File: src/rtl/lsu_pkg.sv
// Shared definitions for the load/store unit: funct3 size codes, FSM states and
// width-generic helpers for byte enables, store lane replication and load extension.
package lsu_pkg;

    localparam int MAX_XLEN = 64;
    localparam int MAX_BE_W = MAX_XLEN / 8;

    localparam logic [2:0] F3_B  = 3'b000;
    localparam logic [2:0] F3_H  = 3'b001;
    localparam logic [2:0] F3_W  = 3'b010;
    localparam logic [2:0] F3_D  = 3'b011;
    localparam logic [2:0] F3_BU = 3'b100;
    localparam logic [2:0] F3_HU = 3'b101;
    localparam logic [2:0] F3_WU = 3'b110;

    typedef enum logic {
        ST_IDLE,
        ST_BUSY
    } lsu_state_e;

    function automatic logic size_legal(input logic [2:0] funct3, input int xlen);
        logic ok;
        ok = (funct3 != 3'b111);
        if (xlen == 32 && (funct3 == F3_D || funct3 == F3_WU)) ok = 1'b0;
        return ok;
    endfunction

    // Low address bits that must be zero for a naturally aligned access.
    function automatic logic [2:0] align_mask(input logic [1:0] size);
        case (size)
            2'd0:    return 3'b000;
            2'd1:    return 3'b001;
            2'd2:    return 3'b011;
            default: return 3'b111;
        endcase
    endfunction

    function automatic logic [MAX_BE_W-1:0] byte_en(input logic [1:0] size, input logic [2:0] off);
        logic [MAX_BE_W-1:0] m;
        case (size)
            2'd0:    m = 8'h01;
            2'd1:    m = 8'h03;
            2'd2:    m = 8'h0F;
            default: m = 8'hFF;
        endcase
        return m << off;
    endfunction

    function automatic logic [MAX_XLEN-1:0] replicate(input logic [1:0] size, input logic [MAX_XLEN-1:0] d);
        case (size)
            2'd0:    return {8{d[7:0]}};
            2'd1:    return {4{d[15:0]}};
            2'd2:    return {2{d[31:0]}};
            default: return d;
        endcase
    endfunction

    // Lane is already shifted down to bit 0; funct3[2] selects zero extension.
    function automatic logic [MAX_XLEN-1:0] extend(input logic [2:0] funct3, input logic [MAX_XLEN-1:0] lane);
        logic signed [7:0]  b;
        logic signed [15:0] h;
        logic signed [31:0] w;
        b = lane[7:0];
        h = lane[15:0];
        w = lane[31:0];
        case (funct3[1:0])
            2'd0:    return funct3[2] ? MAX_XLEN'(lane[7:0])  : MAX_XLEN'(b);
            2'd1:    return funct3[2] ? MAX_XLEN'(lane[15:0]) : MAX_XLEN'(h);
            2'd2:    return funct3[2] ? MAX_XLEN'(lane[31:0]) : MAX_XLEN'(w);
            default: return lane;
        endcase
    endfunction

endpackage

File: src/rtl/lsu_align.sv
// Combinational lane logic: store byte enables and replicated write data from the
// incoming access, load lane extraction and sign/zero extension from the latched access.
module lsu_align
    import lsu_pkg::*;
#(
    parameter int XLEN = 32,
    localparam int BE_W  = XLEN / 8,
    localparam int OFF_W = $clog2(BE_W)
) (
    input  logic [2:0]       st_funct3,
    input  logic [OFF_W-1:0] st_off,
    input  logic [XLEN-1:0]  st_data,
    output logic [BE_W-1:0]  st_be,
    output logic [XLEN-1:0]  st_wdata,
    input  logic [2:0]       ld_funct3,
    input  logic [OFF_W-1:0] ld_off,
    input  logic [XLEN-1:0]  ld_rdata,
    output logic [XLEN-1:0]  ld_data
);

    logic [MAX_BE_W-1:0] be_full;
    logic [MAX_XLEN-1:0] wdata_full;
    logic [MAX_XLEN-1:0] lane;
    logic [MAX_XLEN-1:0] ext_full;

    always_comb begin
        be_full    = byte_en(st_funct3[1:0], 3'(st_off));
        wdata_full = replicate(st_funct3[1:0], MAX_XLEN'(st_data));
        lane       = MAX_XLEN'(ld_rdata) >> {3'(ld_off), 3'b000};
        ext_full   = extend(ld_funct3, lane);
    end

    assign st_be    = be_full[BE_W-1:0];
    assign st_wdata = wdata_full[XLEN-1:0];
    assign ld_data  = ext_full[XLEN-1:0];

    // Upper halves of the 64-bit helpers are meaningless for a 32-bit datapath.
    if (XLEN < MAX_XLEN) begin : g_trim
        logic unused_hi;
        assign unused_hi = ^{be_full[MAX_BE_W-1:BE_W], wdata_full[MAX_XLEN-1:XLEN],
                             ext_full[MAX_XLEN-1:XLEN]};
    end

endmodule

File: src/rtl/mem_lsu.sv
// Load/store unit in the MEM slot: one registered stage for ALU results, req/ack
// memory handshake with stall, misalignment trap and bus timeout.
module mem_lsu
    import lsu_pkg::*;
#(
    parameter int XLEN    = 32,
    parameter int ADDR_W  = 32,
    parameter int TIMEOUT = 16
) (
    input  logic              clk,
    input  logic              rst,
    input  logic              valid_i,
    input  logic              load_i,
    input  logic              store_i,
    input  logic [2:0]        funct3_i,
    input  logic [ADDR_W-1:0] addr_i,
    input  logic [XLEN-1:0]   store_data_i,
    input  logic [4:0]        rd_addr_i,
    input  logic              wb_en_i,
    input  logic [XLEN-1:0]   wb_data_i,
    output logic              stall_o,
    output logic              wb_en_o,
    output logic [4:0]        rd_addr_o,
    output logic [XLEN-1:0]   wb_data_o,
    output logic              misalign_o,
    output logic              bus_err_o,
    output logic              mem_req_o,
    output logic              mem_we_o,
    output logic [XLEN/8-1:0] mem_be_o,
    output logic [ADDR_W-1:0] mem_addr_o,
    output logic [XLEN-1:0]   mem_wdata_o,
    input  logic              mem_ack_i,
    input  logic [XLEN-1:0]   mem_rdata_i
);

    localparam int BE_W  = XLEN / 8;
    localparam int OFF_W = $clog2(BE_W);
    localparam int CNT_W = (TIMEOUT < 2) ? 1 : $clog2(TIMEOUT);
    localparam logic [CNT_W-1:0] CNT_LAST = (TIMEOUT == 0) ? '0 : CNT_W'(TIMEOUT - 1);

    lsu_state_e state, state_nxt;

    logic             is_mem, legal, aligned;
    logic             accept, fault, ack_busy, timeout;
    logic [CNT_W-1:0] cnt;
    logic [OFF_W-1:0] off_in;

    logic             load_p1;
    logic [2:0]       funct3_p1;
    logic [OFF_W-1:0] off_p1;
    logic [4:0]       rd_p1;

    logic [BE_W-1:0]  st_be;
    logic [XLEN-1:0]  st_wdata;
    logic [XLEN-1:0]  ld_data;

    assign is_mem  = load_i | store_i;
    assign off_in  = addr_i[OFF_W-1:0];
    assign legal   = size_legal(funct3_i, XLEN);
    assign aligned = (3'(off_in) & align_mask(funct3_i[1:0])) == 3'b000;

    always_comb begin
        state_nxt = state;
        accept    = 1'b0;
        fault     = 1'b0;
        ack_busy  = 1'b0;
        timeout   = 1'b0;
        case (state)
            ST_IDLE: begin
                if (valid_i && is_mem) begin
                    if (legal && aligned) begin
                        accept    = 1'b1;
                        state_nxt = ST_BUSY;
                    end else begin
                        fault = 1'b1;
                    end
                end
            end
            ST_BUSY: begin
                // Ack takes priority over an expiring timeout in the same cycle.
                if (mem_ack_i) begin
                    ack_busy  = 1'b1;
                    state_nxt = ST_IDLE;
                end else if (TIMEOUT != 0 && cnt == CNT_LAST) begin
                    timeout   = 1'b1;
                    state_nxt = ST_IDLE;
                end
            end
            default: state_nxt = ST_IDLE;
        endcase
    end

    assign stall_o = accept | (state == ST_BUSY);

    always_ff @(posedge clk) begin
        if (rst) state <= ST_IDLE;
        else     state <= state_nxt;
    end

    lsu_align #(.XLEN(XLEN)) u_align (
        .st_funct3 (funct3_i),
        .st_off    (off_in),
        .st_data   (store_data_i),
        .st_be     (st_be),
        .st_wdata  (st_wdata),
        .ld_funct3 (funct3_p1),
        .ld_off    (off_p1),
        .ld_rdata  (mem_rdata_i),
        .ld_data   (ld_data)
    );

    // Request stage: memory-side registers held stable for the whole BUSY period.
    always_ff @(posedge clk) begin
        if (rst) begin
            mem_req_o   <= 1'b0;
            mem_we_o    <= 1'b0;
            mem_be_o    <= '0;
            mem_addr_o  <= '0;
            mem_wdata_o <= '0;
            load_p1     <= 1'b0;
            cnt         <= '0;
        end else if (accept) begin
            mem_req_o   <= 1'b1;
            mem_we_o    <= store_i;
            mem_be_o    <= st_be;
            mem_addr_o  <= {addr_i[ADDR_W-1:OFF_W], {OFF_W{1'b0}}};
            mem_wdata_o <= st_wdata;
            load_p1     <= ~store_i;
            cnt         <= '0;
        end else if (ack_busy || timeout) begin
            mem_req_o <= 1'b0;
        end else if (state == ST_BUSY) begin
            cnt <= cnt + 1'b1;
        end
    end

    always_ff @(posedge clk) begin
        if (accept) begin
            funct3_p1 <= funct3_i;
            off_p1    <= off_in;
            rd_p1     <= rd_addr_i;
        end
    end

    // Write-back stage: everything WB sees is registered here.
    always_ff @(posedge clk) begin
        if (rst) begin
            wb_en_o    <= 1'b0;
            rd_addr_o  <= '0;
            wb_data_o  <= '0;
            misalign_o <= 1'b0;
            bus_err_o  <= 1'b0;
        end else begin
            wb_en_o    <= 1'b0;
            misalign_o <= fault;
            bus_err_o  <= timeout;
            if (state == ST_IDLE && valid_i && !is_mem) begin
                wb_en_o   <= wb_en_i;
                rd_addr_o <= rd_addr_i;
                wb_data_o <= wb_data_i;
            end else if (ack_busy) begin
                wb_en_o   <= load_p1;
                rd_addr_o <= rd_p1;
                if (load_p1) wb_data_o <= ld_data;
            end
        end
    end

endmodule
File: config.mk
export PLATFORM = sky130hd
export DESIGN_NAME = mem_lsu
export DESIGN_NICKNAME = d
export VERILOG_FILES = /design/src/rtl/lsu_pkg.sv /design/src/rtl/lsu_align.sv /design/src/rtl/mem_lsu.sv
export SDC_FILE = /design/constraint.sdc
export NUM_CORES = 1
export LEC_CHECK = 0
export ABC_AREA = 1
export BUFFER_PORTS_ARGS = -buffer_cell sky130_fd_sc_hd__buf_2
export CAP_MARGIN = 20
export CORE_MARGIN = 5
export CORE_UTILIZATION = 35
export DETAILED_ROUTE_END_ITERATION = 16
export GPL_TIMING_DRIVEN = 0
export MAX_ROUTING_LAYER = met4
export SETUP_SLACK_MARGIN = 0.4
export SLEW_MARGIN = 40
export SYNTH_ARGS = -nofsm -noshare
export SYNTH_HDL_FRONTEND = slang
export SYNTH_SLANG_ARGS = --single-unit
File: constraint.sdc
create_clock -name clk -period 2.4 [get_ports clk]
set_clock_uncertainty 0.05 [all_clocks]
set_input_delay 0.36 -clock clk [delete_from_list [all_inputs] [get_ports clk]]
set_output_delay 0.36 -clock clk [all_outputs]
set_load 0.05 [all_outputs]
Word-level counts from Yosys, hierarchy flattened

Index checks and enable logic that the tools add are counted.

$add $sub $neg: 1
Equality and inequality tests: 8
Shifts and indexed selects: 2
Mux-type cells: 28
Bitwise gates (word level): 7
Reduce and logical (&&, ||, !) cells: 17

Operators with widths:

| cell                | number |
|---|---|
| $pmux 32 s3         | 2 |
| $mux 32             | 5 |
| $shr 32x5->32       | 1 |
| $pmux 8 s3          | 1 |
| $mux 1              | 16 |
| $mux 5              | 2 |
| $pmux 3 s3          | 1 |
| $shl 8x2->4         | 1 |
| $reduce_bool 2->1   | 3 |
| $add 4x1->4 const B | 1 |
| $eq 2x1->1 const B  | 2 |
| $eq 2x2->1 const B  | 2 |
| $eq 4x4->1 const B  | 1 |
| $logic_and 1x1->1   | 4 |
| $logic_not 2->1     | 2 |
| $not 1->1           | 4 |
| $reduce_and 2->1    | 2 |
| $and 2x3->3         | 1 |
| $eq 3x2->1 const B  | 1 |
| $eq 3x3->1 const B  | 1 |
| $logic_not 3->1     | 1 |
| $ne 3x3->1 const B  | 1 |
| $reduce_or 3->1     | 1 |
| $logic_or 1x1->1    | 2 |
| 4 further kinds     | 5 |

Register bits after elaboration: 124
Bits of input ports: 143
Output and inout port bits: 111
Word-level logic and storage cells: 79

Depth between registers and ports, before layout

Word-level depth: 9
Mapped depth: 10
Mapped depth without buffers: 9

Cells and area by module

Synthesis repeated with hierarchy kept, for this count alone.

Cells, all modules: 1069
Area total of the unflattened synthesis: 6827.8 um^2

Modules (own cells, without submodules):

| module    | instances | cells an instance | area an instance (um^2) |
|---|---|---|---|
| mem_lsu   | 1         | 806               | 5599.1 |
| lsu_align | 1         | 263               | 1228.7 |

Worst setup path after synthesis

No wires, ideal clock.

Kind: input-to-output
Start: in funct3_i[1]
End: out stall_o
Arrival time: 2002 ps
Path slack: -12 ps
Cell stages on the path: 6
Path buffers: 1
Path through: buf_6 -> nor2_8 -> inv_2 -> nand2_2 -> nand2_1 -> o31ai_1

Longest elaborated chain between the ends: 9
Elaborated cells on any way between the ends: 16

RTL lines:

| item                               | line          | source |
|---|---|---|
| start, declared                    | mem_lsu.sv:15 | `input logic [2:0] funct3_i,` |
| $eq 2x2->1 (tied with other cells) | lsu_pkg.sv:30 | `case (size)` |
| $pmux 3 s3                         | lsu_pkg.sv:30 |  |
| $and 2x3->3                        | mem_lsu.sv:60 | `assign aligned = (3'(off_in) & align_mask(funct3_i[1:0])) == 3'b000;` |
| $logic_not 3->1                    | mem_lsu.sv:60 |  |
| $logic_and 1x1->1 *                | mem_lsu.sv:71 | `if (legal && aligned) begin` |
| $mux 1 *                           | mem_lsu.sv:71 |  |
| $mux 1 *                           | mem_lsu.sv:70 | `if (valid_i && is_mem) begin` |
| $mux 1 *                           | mem_lsu.sv:68 | `case (state)` |
| $or 1x1->1 *                       | mem_lsu.sv:93 | `assign stall_o = accept \| (state == ST_BUSY);` |
| end, declared                      | mem_lsu.sv:21 | `output logic stall_o,` |

Every way passes the cells marked *; elsewhere a longest branch is shown, timed or not.

Worst setup path after layout

Same ends and word-level chain as after synthesis.

==> metrics.md <==
| Metric | Value |
|---|---|
| Reg2Reg Depth | `9` |
| Comb power frac | `0.166` |
| Routed WL | `approximately 21000 um` |
| Ys async rst share | `0` |
| Overall power | `slightly below 6 mW` |
| Count of non-filler cells in the finished layout | `1357` |
| Initial cell density of the core | `0.352` |
| Clock power frac | `0.456` |
| Pleak | `3.99 nW` |
| CP Capture Type | `primary output` |
| H-tree depth | `4` |
| Filler cells | `1699` |
| Dpl cells | `1323` |
| CTS max path bufs | `2` |
| Psw | `between 1.5 and 2 mW` |
| Classification of the worst setup path | `primary input to primary output` |
| Slew Limit Fails | `0` |
| Gate Count Post-Synth | `851` |
| CTS tree | `yes` |
| Min-delay worst type | `primary input to flop` |
| Setup ws final | `0.510 ns` |
| Nets | `approximately 1300` |
| Peak VDD IR | `452 uV` |
| Share of cells above drive strength 1 | `0.289` |
| WP data arrival | `1.48 ns` |
| Util after Layout | `0.485` |
| Multi-input logic area | `~2700 sq um` |
| Drt first pass iters | `5` |
| Largest net degree at the start of global routing | `20` |
| Clock Latency Late Sink | `0.42 ns` |
| Slew HR | `0.593` |
| Total congestion overflow | `0` |
| Vias in the first global route | `6296` |
| Crit-path max FO | `10` |
| Final-report hold violation count | `0` |
| Synth area leader | `dfxtp_1` |
| Drt wl/cell | `15.5 um` |
| Synth-to-layout area growth | `37.9%` |
| Cell Chain, Critical Path | `buf_2, buf_6, nor2_8, inv_2, nand2_2, nand2_1, o31ai_2, buf_4` |
| Fin Setup TNS | `0 ns` |
| Dominant cells by area after synthesis | `dfxtp_1 (40%), nand2_1 (23%), a21oi_1 (9.5%)` |
| Vias/cell | `between 4 and 5` |
| Gr usage total | `0.224` |
| Post-CTS Setup Inserts | `0` |
| Chip Height | `~140 um` |
| Initial antenna violation count | `2` |
| Yosys cell types | `32` |
| Top Ports | `254` |
| Max stage delay cell, worst path | `buf_4` |
| Netlist Area Pre-Place | `between 5000 and 6000 sq um` |
| Sequential Power Share | `0.378` |
| Number of synthesized flops with an enable pin | `10` |
| Final Cycle Share | `0.787` |
| Achievable Freq | `529 MHz` |
| Status | `complete, no violations` |
| Final setup violating endpoints | `0` |
| CP startpoint kind | `primary input` |
| Yosys reg bits | `approximately 120` |
| Root Buffer | `clkbuf_16` |
| Post-DP HPWL | `16400 um` |
| Seq/Total Area, Yosys | `0.448` |
| Die area | `19200 sq um` |
| Sw frac | `0.301` |
| Register area | `about 2600 sq um` |
| First-pass GRT wire length | `~33000 um` |
| DR iter-0 viols | `between 300 and 400` |
| P_int | `4.10 mW` |
| Max_cap viols | `0` |
| Buffers on Ports | `251` |
| Synth Flop Type | `dfxtp_1` |
| Final worst path period need | `1.89 ns` |
| Actual slew at the worst max-slew pin | `between 0.6 and 0.7 ns` |
| Dpl ws | `0.0865 ns` |
| Largest stage delay, worst path | `0.24 ns` |
| Num CTS Buffers | `17` |
| RSZ-0062 raised after global routing | `no` |
| Die width | `~140 um` |
| GP Congestion | `0.894` |
| Core ar. | `around 16000 sq um` |
| Post-route DRC | `0` |
| Post-synth top area share | `0.395` |
| Rows | `47` |
| WHS Path Cells | `1` |
| Syn_area_per_cell | `between 6 and 7 sq um` |
| Warnings from Yosys | `0` |
| Pwr per Cell Area | `738 nW/um^2` |
| Vias | `6409` |
| ANT nets after route | `0` |
| CTS clk-pin slew, worst paths | `0.06 ns` |
| Clock sink total | `about 120` |
| CP required | `just under 2 ns` |
[critical path, delay by kind of cell]
kind,cells,cell delay [ns]
AO/OA/AOI/OAI,1,0.20
AND/OR/NAND/NOR,3,0.36
buffers and inverters,4,0.56
[registers in the layout (all words and copies together) (netlist names), 2 cells and up]
name	count
mem_addr_o	30
off_p1	2
mem_wdata_o	32
rd_p1	5
cnt	4
funct3_p1	3
wb_data_o	32
mem_be_o	4
rd_addr_o	5
[path summary, 6_finish.rpt]
| path | startpoint | endpoint | slack (ns) |
|---|---|---|---|
| max reg2reg | off_p1[0] | wb_data_o[6] | 0.62 |
| max | funct3_i[1] | stall_o | 0.51 |
| min | rd_addr_i[3] | rd_p1[3] | 0.09 |
| min reg2reg | mem_be_o[0] | mem_be_o[0] | 0.40 |
[power groups by stage]
| stage | clock [mW] | combinational (mW) | sequential [mW] |
|---|---|---|---|
| 6_report | 2.68 | 0.973 | 2.22 |
| 5_1_grt | 2.83 | 1.06 | 2.23 |
| 4_1_cts | 2.73 | 0.977 | 2.22 |
| 3_5_place_dp | 0 | 0.974 | 2.26 |
| 3_3_place_gp | 0 | 0.975 | 2.26 |
| 2_1_floorplan | 0 | 0.345 | 2.55 |
[synth_stat cells (2+ instances only)]
| cell type | instances |
|---|---|
| inv_1 | 53 |
| and3_1 | 2 |
| dfxtp_1 | 114 |
| buf_2 | 20 |
| buf_4 | 3 |
| edfxtp_1 | 10 |
| nand2_1 | 350 |
| inv_2 | 5 |
| a21oi_1 | 110 |
| nand3_2 | 2 |
| nand2_2 | 2 |
| a31oi_1 | 14 |
| o211ai_1 | 4 |
| nor2_1 | 39 |
| buf_6 | 5 |
| nand3_1 | 49 |
| o21ai_0 | 31 |
| clkbuf_1 | 23 |
| nor3_1 | 2 |
[routing by layer]
| metal | share of wire | global-route usage | wire length [um] | up-vias |
|---|---|---|---|---|
| met5 | 0 | - | 0 | - |
| met1 | 0.43 | 0.271 | 9100 | 2844 |
| met4 | 0.020 | 0.0707 | 421 | 0 |
| met2 | 0.46 | 0.351 | 9620 | 254 |
| li1 | - | - | - | 3277 |
| met3 | 0.088 | 0.0777 | 1840 | 34 |
[repair_timing]
action,4_1_cts,5_1_grt
pin swaps,0,0
hold buffers,0,0
setup endpoints to repair,11,30
resized for setup,1,6
[placed cells by master (no fill, tap or decap), types with 10 or more instances in the layout]
master,synthesis,final
nand2_1,350,349
o21ai_0,31,31
a31oi_1,14,14
clkbuf_16,0,18
a21oi_1,110,110
edfxtp_1,10,10
buf_2,20,269
nand3_1,49,48
inv_1,53,53
dfxtp_1,114,114
nor2_1,39,38
clkbuf_1,23,23
[stage by stage]
stage	area (sq um)	hold slack, ns
after detailed placement	7310	0.391
after global routing	7960	0.0722
after CTS	7930	0.0738
final	7960	0.0945
after global placement	7310	0.387
after floorplan	5780	0.401
[layout make-up]
cell class              instances  area share
multi-input cells             618       0.343
well taps                     220      0.0346
inverters                      59      0.0278
flip-flops and latches        124       0.325
diodes                          2    0.000629
repair buffers                251       0.158
clock inverters                13      0.0195
clock buffers                  19      0.0584
plain buffers                  51      0.0337
[kinds of logic (layout without fill, tap and decap cells)]
| kind of cell | count (synthesis) | after routing | synth area share |
|---|---|---|---|
| fa+ha+maj | 1 | 1 | 0.00217 |
| compound gates | 164 | 164 | 0.152 |
| flops | 124 | 124 | 0.448 |
| other cells | 1 | 4 | 0.000650 |
| buf+inv | 110 | 393 | 0.0843 |
| xor+xnor | 2 | 2 | 0.00304 |
| simple gates | 449 | 449 | 0.311 |
Power figures use the tool's default switching activity.
